File: src/rtl/nibble_serial_subtractor.sv
// Nibble-serial subtractor: Diff = A - B - Bin, one 4-bit CLA slice per clock, LSB first.
// Optional signed-overflow output Ovf is enabled by defining NSS_OVF_EN.
module nibble_serial_subtractor #(
  parameter int WIDTH = 16
) (
  input  logic             clk,
  input  logic             rst_n,
  input  logic             in_valid,
  output logic             in_ready,
  input  logic [WIDTH-1:0] A,
  input  logic [WIDTH-1:0] B,
  input  logic             Bin,
  output logic             out_valid,
  input  logic             out_ready,
  output logic [WIDTH-1:0] Diff,
`ifdef NSS_OVF_EN
  output logic             Ovf,
`endif
  output logic             Bout
);

  localparam int NIB = WIDTH / 4;
  localparam int CW  = (NIB > 1) ? $clog2(NIB) : 1;
  localparam logic [CW-1:0] LAST = CW'(NIB - 1);

  generate
    if ((WIDTH % 4) != 0 || WIDTH < 4) begin : g_bad_width
      $error("nibble_serial_subtractor: WIDTH must be a multiple of 4 and >= 4");
    end
  endgenerate

  typedef enum logic [1:0] {
    S_IDLE = 2'd0,
    S_RUN  = 2'd1,
    S_DONE = 2'd2
  } state_t;

  state_t           state_q;
  logic [WIDTH-1:0] a_q;
  logic [WIDTH-1:0] b_q;
  logic [WIDTH-1:0] diff_q;
  logic [CW-1:0]    cnt_q;
  logic             borrow_q;
  logic             bout_q;
`ifdef NSS_OVF_EN
  logic             ovf_q;
`endif

  logic [3:0] a_nib;
  logic [3:0] b_nib;
  logic [3:0] d_nib;
  logic       c_out;

  // 4-bit generate/propagate lookahead slice; returns {carry_out, sum}.
  function automatic logic [4:0] cla4(input logic [3:0] a, input logic [3:0] b,
                                      input logic ci);
    logic [3:0] g;
    logic [3:0] p;
    logic [4:0] c;
    g    = a & b;
    p    = a ^ b;
    c[0] = ci;
    c[1] = g[0] | (p[0] & ci);
    c[2] = g[1] | (p[1] & g[0]) | (p[1] & p[0] & ci);
    c[3] = g[2] | (p[2] & g[1]) | (p[2] & p[1] & g[0]) | (p[2] & p[1] & p[0] & ci);
    c[4] = g[3] | (p[3] & g[2]) | (p[3] & p[2] & g[1]) | (p[3] & p[2] & p[1] & g[0])
         | (p[3] & p[2] & p[1] & p[0] & ci);
    return {c[4], p ^ c[3:0]};
  endfunction

  // Subtraction as A + ~B + ~borrow; the slice carry-out is the inverted borrow.
  always_comb begin
    a_nib          = a_q[{cnt_q, 2'b00} +: 4];
    b_nib          = b_q[{cnt_q, 2'b00} +: 4];
    {c_out, d_nib} = cla4(a_nib, ~b_nib, ~borrow_q);
  end

  always_ff @(posedge clk or negedge rst_n) begin
    if (!rst_n) begin
      state_q  <= S_IDLE;
      a_q      <= '0;
      b_q      <= '0;
      diff_q   <= '0;
      cnt_q    <= '0;
      borrow_q <= 1'b0;
      bout_q   <= 1'b0;
`ifdef NSS_OVF_EN
      ovf_q    <= 1'b0;
`endif
    end else begin
      case (state_q)
        S_IDLE: begin
          if (in_valid) begin
            a_q      <= A;
            b_q      <= B;
            borrow_q <= Bin;
            cnt_q    <= '0;
            state_q  <= S_RUN;
          end
        end
        S_RUN: begin
          diff_q[{cnt_q, 2'b00} +: 4] <= d_nib;
          borrow_q <= ~c_out;
          if (cnt_q == LAST) begin
            bout_q  <= ~c_out;
`ifdef NSS_OVF_EN
            ovf_q   <= (a_q[WIDTH-1] ^ b_q[WIDTH-1]) & (d_nib[3] ^ a_q[WIDTH-1]);
`endif
            state_q <= S_DONE;
          end else begin
            cnt_q <= cnt_q + 1'b1;
          end
        end
        S_DONE: begin
          if (out_ready) begin
            state_q <= S_IDLE;
          end
        end
        default: state_q <= S_IDLE;
      endcase
    end
  end

  // in_ready must drop immediately while reset is asserted, hence the rst_n term.
  assign in_ready  = (state_q == S_IDLE) && rst_n;
  assign out_valid = (state_q == S_DONE);
  assign Diff      = diff_q;
  assign Bout      = bout_q;
`ifdef NSS_OVF_EN
  assign Ovf       = ovf_q;
`endif

endmodule

File: config.mk
export PLATFORM = sky130hd
export DESIGN_NAME = nibble_serial_subtractor
export DESIGN_NICKNAME = d
export VERILOG_FILES = /design/src/rtl/nibble_serial_subtractor.sv
export SDC_FILE = /design/constraint.sdc
export NUM_CORES = 1
export LEC_CHECK = 0
export CORE_MARGIN = 4
export CORE_UTILIZATION = 45
export CTS_BUF_LIST = sky130_fd_sc_hd__clkbuf_8
export CTS_CLUSTER_SIZE = 25
export DETAILED_ROUTE_END_ITERATION = 10
export GPL_ROUTABILITY_DRIVEN = 0
export MAX_ROUTING_LAYER = met4
export PLACE_DENSITY_LB_ADDON = 0.2
export SLEW_MARGIN = 30
export SYNTH_ARGS = -nofsm -noshare
export SYNTH_HDL_FRONTEND = slang
export SYNTH_SLANG_ARGS = --single-unit
export TNS_END_PERCENT = 100
File: constraint.sdc
create_clock -name clk -period 2.36 [get_ports clk]
set_input_delay 0.472 -clock clk [delete_from_list [all_inputs] [get_ports clk]]
set_output_delay 0.472 -clock clk [all_outputs]
set_load 0.005 [all_outputs]
==> reports/metrics.cfg, run 1 <==
[timing]
fmax_ghz=0.424
hold_viol=0
period_share_pct=100
slew_headroom_pct=55.0
worst_pin_slew_ns=0.675
rsz0062_at_grt=true
finClkSkew_ns=0.00696
min_period_ns=2.36
final_max_slew_viol_count=0
setup_ws_ns=0.000501
setup_viol=0

[synth]
yosysWarningCount=0
yosysMostFrequentCell=dfrtp_1
synthesis.nets=234
async_flop_share_pct=100
syn_area_per_cell_sq_um=13.8
synth_top_area_share_pct=52.8
netlist-cell-type-count=38
synth_edf_count=0
synthTopCellsByArea=dfrtp_1 53%, mux2_2 15%, mux4_2 7.0%
synth_top_cell_by_area=dfrtp_1
synth_commonest_cells=54 x dfrtp_1, 33 x mux2_2, 14 x nand2_1
synthCells=185
synthesis.area_sq_um=2560
synth_ff_type=dfrtp_1
seq_area_frac_synth_pct=52.8
synth-seq-cells=54

[power_and_ir_drop]
pwr-share-clk_pct=9.3
p_int_mw=3.57
switching_share_pct=37.5
power_density_nw_per_um2=1640
power_frac_comb_pct=61.8
power_leakage_nw=1.50
seq_power_share_pct=28.9
max-vdd-ir-drop_v=0.000770
power.switching_mw=2.14

[die]
coreArea_sq_um=5510
dieArea_sq_um=6960
fp.dieH_um=83.4
ioPinCount=56
die_x_um=83.4
start_util_pct=46.5
rows=27

[grt]
grt_first_pass_wirelength_um=8670
gr-usage-all-layers_pct=16.0
overflow=0
grt_pass1_vias=1861
antenna_found_initial=0
grt_max_degree=55

[cells_and_area]
area_delta_synth_final_pct=35.8
fin_area_sq_um=3480
nFillCells=455
layout-drive-gt1-share_pct=32.9
multi_input_area_sq_um=1210
diodes=0
nets=306
regArea_sq_um=1350

[clock_tree]
cts_tree=built
cts_buffers=5
clk_pin_slew_ns=0.09
clk_latency_ns=0.31
cts.path.max_buffers=2
h-tree-depth=2
cts_root_buffer=clkbuf_8
cts.sinks=54

[placed_design]
placed_cell_area_sq_um=3270
portBuffers=55
dpl.hpwl_um=3680
place_ws_ns=-0.178

[setup_path]
end_kind=flip-flop
cp_data_required_time_ns=2.56
start_kind=flip-flop
crit_type=reg2reg
crit_arrival_ns=2.56
crit_fanout=5

[detailed_routing]
ant_nets=0
viasPerCell=5.20
route.detailed.drc=0
wl_per_cell_um=15.5
drt-initial-drc-count=65
vias=1715
wl_um=5120
drtPass1Iterations=4

[min_path]
min_path_type=in2async

[flow_run]
maxCapViolations=0

[status]
run_status=complete, no violations

-- metal layers --
metal  up-vias  part of all wire, %  global-route usage (%)  routed length [um]
li1        817                    -                       -                   -
met1       850                   45                    19.9                2290
met2        41                   49                    25.4                2510
met3         7                  4.5                    3.97                 230
met4         0                  1.7                    5.85                  85
met5         -                    0                       -                   0
-- final timing paths --
| check | start | to | slack (ns) | cells past startpoint |
|---|---|---|---|---|
| setup / recovery | cnt_q[0] | Diff[7] | 0.0005 | 7 |
| hold / removal | rst_n | a_q[3] | 0.28 | 2 |
| setup reg to reg | cnt_q[0] | Diff[7] | 0.0005 | 7 |
| hold reg to reg | Diff[12] | Diff[12] | 0.49 | 2 |
| max in group asynchronous | rst_n | cnt_q[0] | 1.59 | 2 |
| min in group clk | Diff[12] | Diff[12] | 0.49 | 2 |
-- cell type report --
type	instances	area share (%)
clock buffers	6	2.37
clock inverters	2	0.252
inverters	9	0.972
multi-input cells	116	34.9
flip-flops and latches	54	38.9
well taps	72	2.59
repair buffers	71	20.0
-- power groups by stage --
stage / registers [mW] / logic, mW / clock network [mW]
floorplan: 1.57 / 1.93 / 0
global placement: 1.68 / 2.85 / 0
detailed placement: 1.69 / 2.92 / 0
CTS: 1.66 / 3.40 / 0.545
global route: 1.72 / 3.79 / 0.581
finish: 1.65 / 3.52 / 0.528
-- metrics by stage --
step                      setup TNS (ns)  utilization [%]  power [mW]  std cells  hold slack (ns)
final                                  0             63.1        5.70        330            0.282
after CTS                        -0.0105             62.8        5.61        329            0.315
after floorplan                 -0.00519                -        3.50        185            0.176
after detailed placement          -0.987             59.4        4.61        319            0.473
after global placement            -0.503             59.4        4.52        319            0.465
after global routing              -0.784             63.1        6.09        330            0.349
-- layout by cell type, fill, tap and decap left out, drive strengths merged, types with 2 or more instances in the layout --
cell / Yosys / layout
nand2: 15 / 15
buf: 5 / 17
dfrtp: 54 / 54
nor2: 3 / 3
nand3: 2 / 2
nor3b: 2 / 2
clkbuf: 1 / 6
ha: 11 / 11
nor2b: 4 / 4
mux4: 8 / 8
a22o: 5 / 5
clkdlybuf4s50: 0 / 54
inv: 9 / 10
and3: 2 / 2
a32o: 4 / 4
o21ai: 10 / 10
mux2: 33 / 33
nand2b: 2 / 2
-- critical path, stage by stage (launching register included) --
cell and delay (ns):
dfrtp_2 0.46, buf_12 0.14, mux4_2 0.52, ha_4 0.28
a21o_1 0.19, a221oi_4 0.29, xnor2_2 0.15, a22o_1 0.22
-- what timing repair did --
action	in CTS	in global routing
gates resized for setup	13	3
hold buffers	0	0
setup endpoints to repair	8	9
pin swaps	2	4
buffers inserted	2	1
endpoints found under the hold margin	0	0
-- sequential cells by signal, summed over array words and instances (netlist names) --
| name | count |
|---|---|
| Bout | 1 |
| Diff | 16 |
| a_q | 16 |
| b_q | 16 |
| borrow_q | 1 |
| cnt_q | 2 |
| state_q | 2 |
-- kinds of logic after synthesis --
group	count (synthesis)	share of synthesized area [%]
AOI/OAI and AO/OA	24	7.23
xor gates and xnor gates	2	0.684
adders and majority gates	12	6.16
buffers and inverters	15	3.13
DFF	54	52.8
muxes	42	21.9
and+or+nand+nor	36	8.11
Note: power is estimated with default switching activity, not from simulation.
==> run 2, diff against run 1 <==
==> constraint.sdc (replaced) <==
create_clock -name clk -period 2.1 [get_ports clk]
set_input_delay 0.42 -clock clk [delete_from_list [all_inputs] [get_ports clk]]
set_output_delay 0.42 -clock clk [all_outputs]
set_load 0.005 [all_outputs]
==> run 2 against run 1 <==
  * The run now ends with setup timing left
  * Sequential power grew 12%
  * Clock skew grew 0.0015 ns
  * Via count grew 2.1%
  * Critical path depth is the same
  * Non-clock buffer count grew 2
  * Core utilization grew 0.39 points
  * Global-route usage grew 0.22 points
  * Count of clock-buffer cells in the layout shrank 1
  * Fmax grew 2.0%
  * Worst setup slack lost 0.21 ns
  * Critical path type unchanged
  * Largest cell class unchanged
==> reports/metrics.cfg, run 2 (synthesized netlist as in run 1, its figures left out) <==
[power_and_ir_drop]
power_density_nw_per_um2=1820  ; +11%
power_mw=6.38  ; +12%
max-vdd-ir-drop_v=0.00100  ; +30%
pwr-share-clk_pct=8.6  ; -0.7 points
power_leakage_nw=1.51  ; +0.37%
p_int_mw=4.00  ; +12%
seq_power_share_pct=29.0  ; about the same
power.switching_mw=2.38  ; +11%
power_frac_comb_pct=62.4  ; +0.6 points
switching_share_pct=37.3  ; -0.15 points

[cells_and_area]
layout-drive-gt1-share_pct=33.5  ; +0.52 points
fin_area_sq_um=3500  ; +0.61%
nFillCells=434  ; -4.6%
final_cell_mix=54 x clkdlybuf4s50_1, 53 x dfrtp_1, 33 x mux2_2
regArea_sq_um=1350  ; about the same
final_common_cell=clkdlybuf4s50_1
diodes=0  ; unchanged
multi_input_area_sq_um=1230  ; +1.5%
area_delta_synth_final_pct=36.6
nets=308  ; +0.65%

[placed_design]
portBuffers=55  ; unchanged
place_ws_ns=-0.221  ; -0.0434 ns
dpl.hpwl_um=3920  ; +6.7%
placed_cell_area_sq_um=3340  ; +2.3%

[timing]
slew_headroom_pct=55.7  ; +0.66 points
rsz0062_at_grt=true
worst_pin_slew_ns=0.665  ; -0.00988 ns
fmax_ghz=0.432  ; +2.0%
finClkSkew_ns=0.00845  ; +0.00148 ns
setup_viol=10  ; +10
min_period_ns=2.31  ; -0.0454 ns
setup_ws_ns=-0.214  ; -0.215 ns
hold_viol=0  ; unchanged
fin_setup_tns_ns=-1.84  ; -1.84 ns
period_share_pct=110  ; +10 points
worst_hold_slack_ns=0.234  ; -0.0476 ns
final_max_slew_viol_count=0  ; unchanged

[detailed_routing]
wl_per_cell_um=15.6  ; +0.68%
route.detailed.drc=0  ; unchanged
drtPass1Iterations=4  ; unchanged
drt-initial-drc-count=51  ; -22%
vias=1751  ; +2.1%
wl_um=5190  ; +1.3%
viasPerCell=5.27  ; +1.5%
ant_nets=0  ; unchanged

[grt]
overflow=0  ; unchanged
grt_first_pass_wirelength_um=8830  ; +1.8%
antenna_found_initial=0  ; unchanged
gr-usage-all-layers_pct=16.2  ; +0.22 points
grt_max_degree=55  ; unchanged
grt_pass1_vias=1866  ; +0.27%

[clock_tree]
cts_root_buffer=clkbuf_8
cts.path.max_buffers=2  ; unchanged
clk_pin_slew_ns=0.09  ; about the same
clk_latency_ns=0.30  ; about the same
h-tree-depth=2  ; unchanged
cts.sinks=54  ; unchanged
cts_buffers=5  ; unchanged
cts_tree=built

[die]
die_x_um=83.4  ; unchanged
dieArea_sq_um=6960  ; unchanged
ioPinCount=56  ; unchanged
coreArea_sq_um=5510  ; unchanged
fp.dieH_um=83.4  ; unchanged
start_util_pct=46.5  ; unchanged
rows=27  ; unchanged

[setup_path]
r2r_end=Diff[7]
crit_type=reg2reg
cp_data_required_time_ns=2.29  ; -0.27 ns
start_kind=flip-flop
crit_fanout=4  ; -1
reg2reg_depth=7  ; unchanged
reg2reg_slack_ns=-0.21  ; -0.21 ns
r2r-start=cnt_q[0]
end_kind=flip-flop
crit_arrival_ns=2.51  ; -0.05 ns

[flow_run]
maxCapViolations=0  ; unchanged

[min_path]
min_path_type=in2async

[status]
run_status=finished, violations left
failed_checks=setup timing

-- run 2: cell type report --
type / count / share of cell area [%]
well taps: 72 / 2.58
clock inverters: 3 / 0.429
clock buffers: 5 / 1.97
flip-flops and latches: 54 / 38.7
repair buffers: 73 / 20.2
inverters: 9 / 0.966
multi-input cells: 116 / 35.2
-- run 2: how the worst max path moves through the flow --
stage / start / to / slack (ns)
2_1_floorplan: cnt_q[0] / Diff[7] / -0.19
3_3_place_gp: cnt_q[0] / Diff[7] / -0.19
3_5_place_dp: cnt_q[0] / Diff[7] / -0.22
4_1_cts: cnt_q[0] / Diff[14] / -0.21
5_1_grt: cnt_q[0] / Diff[7] / -0.32
6_report: cnt_q[0] / Diff[7] / -0.21
-- run 2: stage by stage --
step | std cells | utilization (%)
after floorplan | 185 | -
after global placement | 323 | 60.7
after detailed placement | 323 | 60.7
after CTS | 333 | 63.0
after global routing | 332 | 63.5
final | 332 | 63.5
-- run 2: worst max-delay path, cell delays in order (launching register included) --
cell and delay [ns]:
dfrtp_2 0.44, mux4_2 0.57, buf_4 0.16, ha_1 0.19, a21o_1 0.20, a221oi_4 0.29, xnor2_2 0.13, a22o_1 0.21
-- run 2: per-layer routing --
| metal | track usage [%] | wire length (um) | up-vias |
|---|---|---|---|
| met5 | - | 0 | - |
| met4 | 7.02 | 99 | 0 |
| met3 | 3.08 | 241 | 11 |
| met2 | 25.9 | 2610 | 52 |
| met1 | 20.2 | 2240 | 870 |
| li1 | - | - | 818 |
-- run 2: what timing repair did --
item | CTS | global route
endpoints found under the setup margin | 10 | 17
setup buffers | 2 | 0
resized for setup | 8 | 9
hold buffers | 0 | 0
pin swaps | 6 | 8
-- run 2: power by group through the flow --
stage	logic [mW]	clock network [mW]	registers, mW
floorplan	2.36	0	1.77
global placement	3.46	0	1.87
detailed placement	3.54	0	1.87
CTS	3.84	0.565	1.86
global route	4.37	0.602	1.92
finish	3.98	0.549	1.85
==> run 3, diff against run 2 <==
--- a/config.mk
+++ b/config.mk
@@ -13,6 +13,7 @@
 export GPL_ROUTABILITY_DRIVEN = 0
 export MAX_ROUTING_LAYER = met4
 export PLACE_DENSITY_LB_ADDON = 0.2
+export SKIP_CTS_REPAIR_TIMING = 1
 export SLEW_MARGIN = 30
 export SYNTH_ARGS = -nofsm -noshare
 export SYNTH_HDL_FRONTEND = slang
==> run 3 against run 2 <==
  * The flow still finishes with violations (setup timing)
  * Flip-flop and latch count is the same
  * Non-clock buffer count shrank 1
  * Sequential share of layout area is essentially flat
  * Largest power group unchanged
==> reports/metrics.cfg, run 3 (synthesized netlist as in run 1, its figures left out) <==
[clock_tree]
cts_root_buffer=clkbuf_8
h-tree-depth=2  ; unchanged
cts_buffers=5  ; unchanged
cts.sinks=54  ; unchanged
cts.path.max_buffers=2  ; unchanged
clk_pin_slew_ns=0.09  ; about the same
cts_tree=built
clk_latency_ns=0.30  ; about the same

[setup_path]
crit_buf_inv=1  ; unchanged
slowest_stage=mux4_2
critPathTopFamily=multiplexers
end_kind=flip-flop
path_cells=mux4_2 > inv_2 > ha_4 > nor2b_4 > o21a_1 > or3_4 > a32o_2
cp_data_required_time_ns=2.29  ; about the same
crit_fanout=4  ; unchanged
crit_arrival_ns=2.52  ; about the same
start_kind=flip-flop
cpPeakStageDelay_ns=0.55  ; -0.02 ns
crit_type=reg2reg

[timing]
worst_hold_slack_ns=0.227  ; -0.00734 ns
hold_viol=0  ; unchanged
finClkSkew_ns=0.00969  ; +0.00124 ns
rsz0062_at_grt=true
slew_headroom_pct=56.6  ; +0.95 points
setup_ws_ns=-0.231  ; -0.0171 ns
final_max_slew_viol_count=0  ; unchanged
min_period_ns=2.33  ; +0.0171 ns
worst_pin_slew_ns=0.651  ; -0.0143 ns
setup_viol=10  ; unchanged
fmax_ghz=0.429  ; -0.73%
period_share_pct=111  ; +0.82 points

[grt]
overflow=0  ; unchanged
grt_max_degree=55  ; unchanged
antenna_found_initial=0  ; unchanged
gr-usage-all-layers_pct=16.2  ; -0.029 points
grt_first_pass_wirelength_um=8780  ; -0.48%
grt_pass1_vias=1855  ; -0.59%

[detailed_routing]
wl_per_cell_um=15.3  ; -1.8%
vias=1736  ; -0.86%
viasPerCell=5.24  ; -0.56%
drt-initial-drc-count=48  ; -5.9%
wl_um=5080  ; -2.1%
ant_nets=0  ; unchanged
route.detailed.drc=0  ; unchanged
drtPass1Iterations=4  ; unchanged

[die]
coreArea_sq_um=5510  ; unchanged
ioPinCount=56  ; unchanged
rows=27  ; unchanged
die_x_um=83.4  ; unchanged
dieArea_sq_um=6960  ; unchanged
fp.dieH_um=83.4  ; unchanged
start_util_pct=46.5  ; unchanged

[min_path]
min_path_type=in2async

[power_and_ir_drop]
power_density_nw_per_um2=1810  ; -0.89%
max-vdd-ir-drop_v=0.000992  ; -0.81%
power_leakage_nw=1.51  ; +0.18%
power_mw=6.32  ; -0.96%

[cells_and_area]
area_delta_synth_final_pct=36.5  ; about the same
final_common_cell=clkdlybuf4s50_1
diodes=0  ; unchanged
multi_input_area_sq_um=1230  ; +0.10%
final_cell_mix=54 x clkdlybuf4s50_1, 53 x dfrtp_1, 33 x mux2_2
nFillCells=430  ; -0.92%
nets=307  ; -0.32%
layout-drive-gt1-share_pct=33.6  ; +0.13 points
final_core_util_pct=63.5  ; about the same
regArea_sq_um=1350  ; unchanged

[status]
run_status=finished, violations left
failed_checks=setup timing

[flow_run]
maxCapViolations=0  ; unchanged

[placed_design]
place_ws_ns=-0.221  ; unchanged
dpl.hpwl_um=3920  ; unchanged
portBuffers=55  ; unchanged

==> run 3: cell type report <==
class                   count  area share (%)
clock inverters             3           0.429
clock buffers               5            1.97
repair buffers             72            20.1
inverters                   9           0.966
flip-flops and latches     54            38.7
multi-input cells         116            35.3
well taps                  72            2.58
==> run 3: where the power goes <==
group	internal, mW	total [mW]	switching [mW]
clock network	0.227	0.549	0.323
registers	1.53	1.84	0.314
logic	2.21	3.93	1.71
==> run 3: worst paths after layout <==
check / from / end / slack, ns / depth (start not counted)
max: cnt_q[0] / Diff[6] / -0.23 / 7
min: rst_n / Diff[13] / 0.23 / 2
max reg2reg: cnt_q[0] / Diff[6] / -0.23 / 7
min reg2reg: Diff[4] / Diff[4] / 0.48 / 2
max in group asynchronous: rst_n / cnt_q[0] / 1.38 / 2
min in group clk: Diff[4] / Diff[4] / 0.48 / 2
==> run 3: worst register-to-register path: stages, from the launching register on <==
cell and delay [ns]:
dfrtp_2 0.44, mux4_2 0.55, inv_2 0.10, ha_4 0.19
nor2b_4 0.13, o21a_1 0.18, or3_4 0.35, a32o_2 0.28
==> run 3: metal layers <==
layer,up-vias,global-route usage (%),part of all wire (%)
li1,816,-,-
met4,0,7.60,1.9
met2,56,25.7,49
met5,-,-,0
met1,853,20.0,44
met3,11,3.08,4.8
==> run 3: metrics by stage <==
step	std cells	area [sq um]	setup TNS [ns]
4_1_cts	331	3430	-2.04
5_1_grt	331	3500	-2.98
2_1_floorplan	185	2600	-1.41
6_report	331	3500	-1.99
3_5_place_dp	323	3340	-1.82
3_3_place_gp	323	3340	-1.54
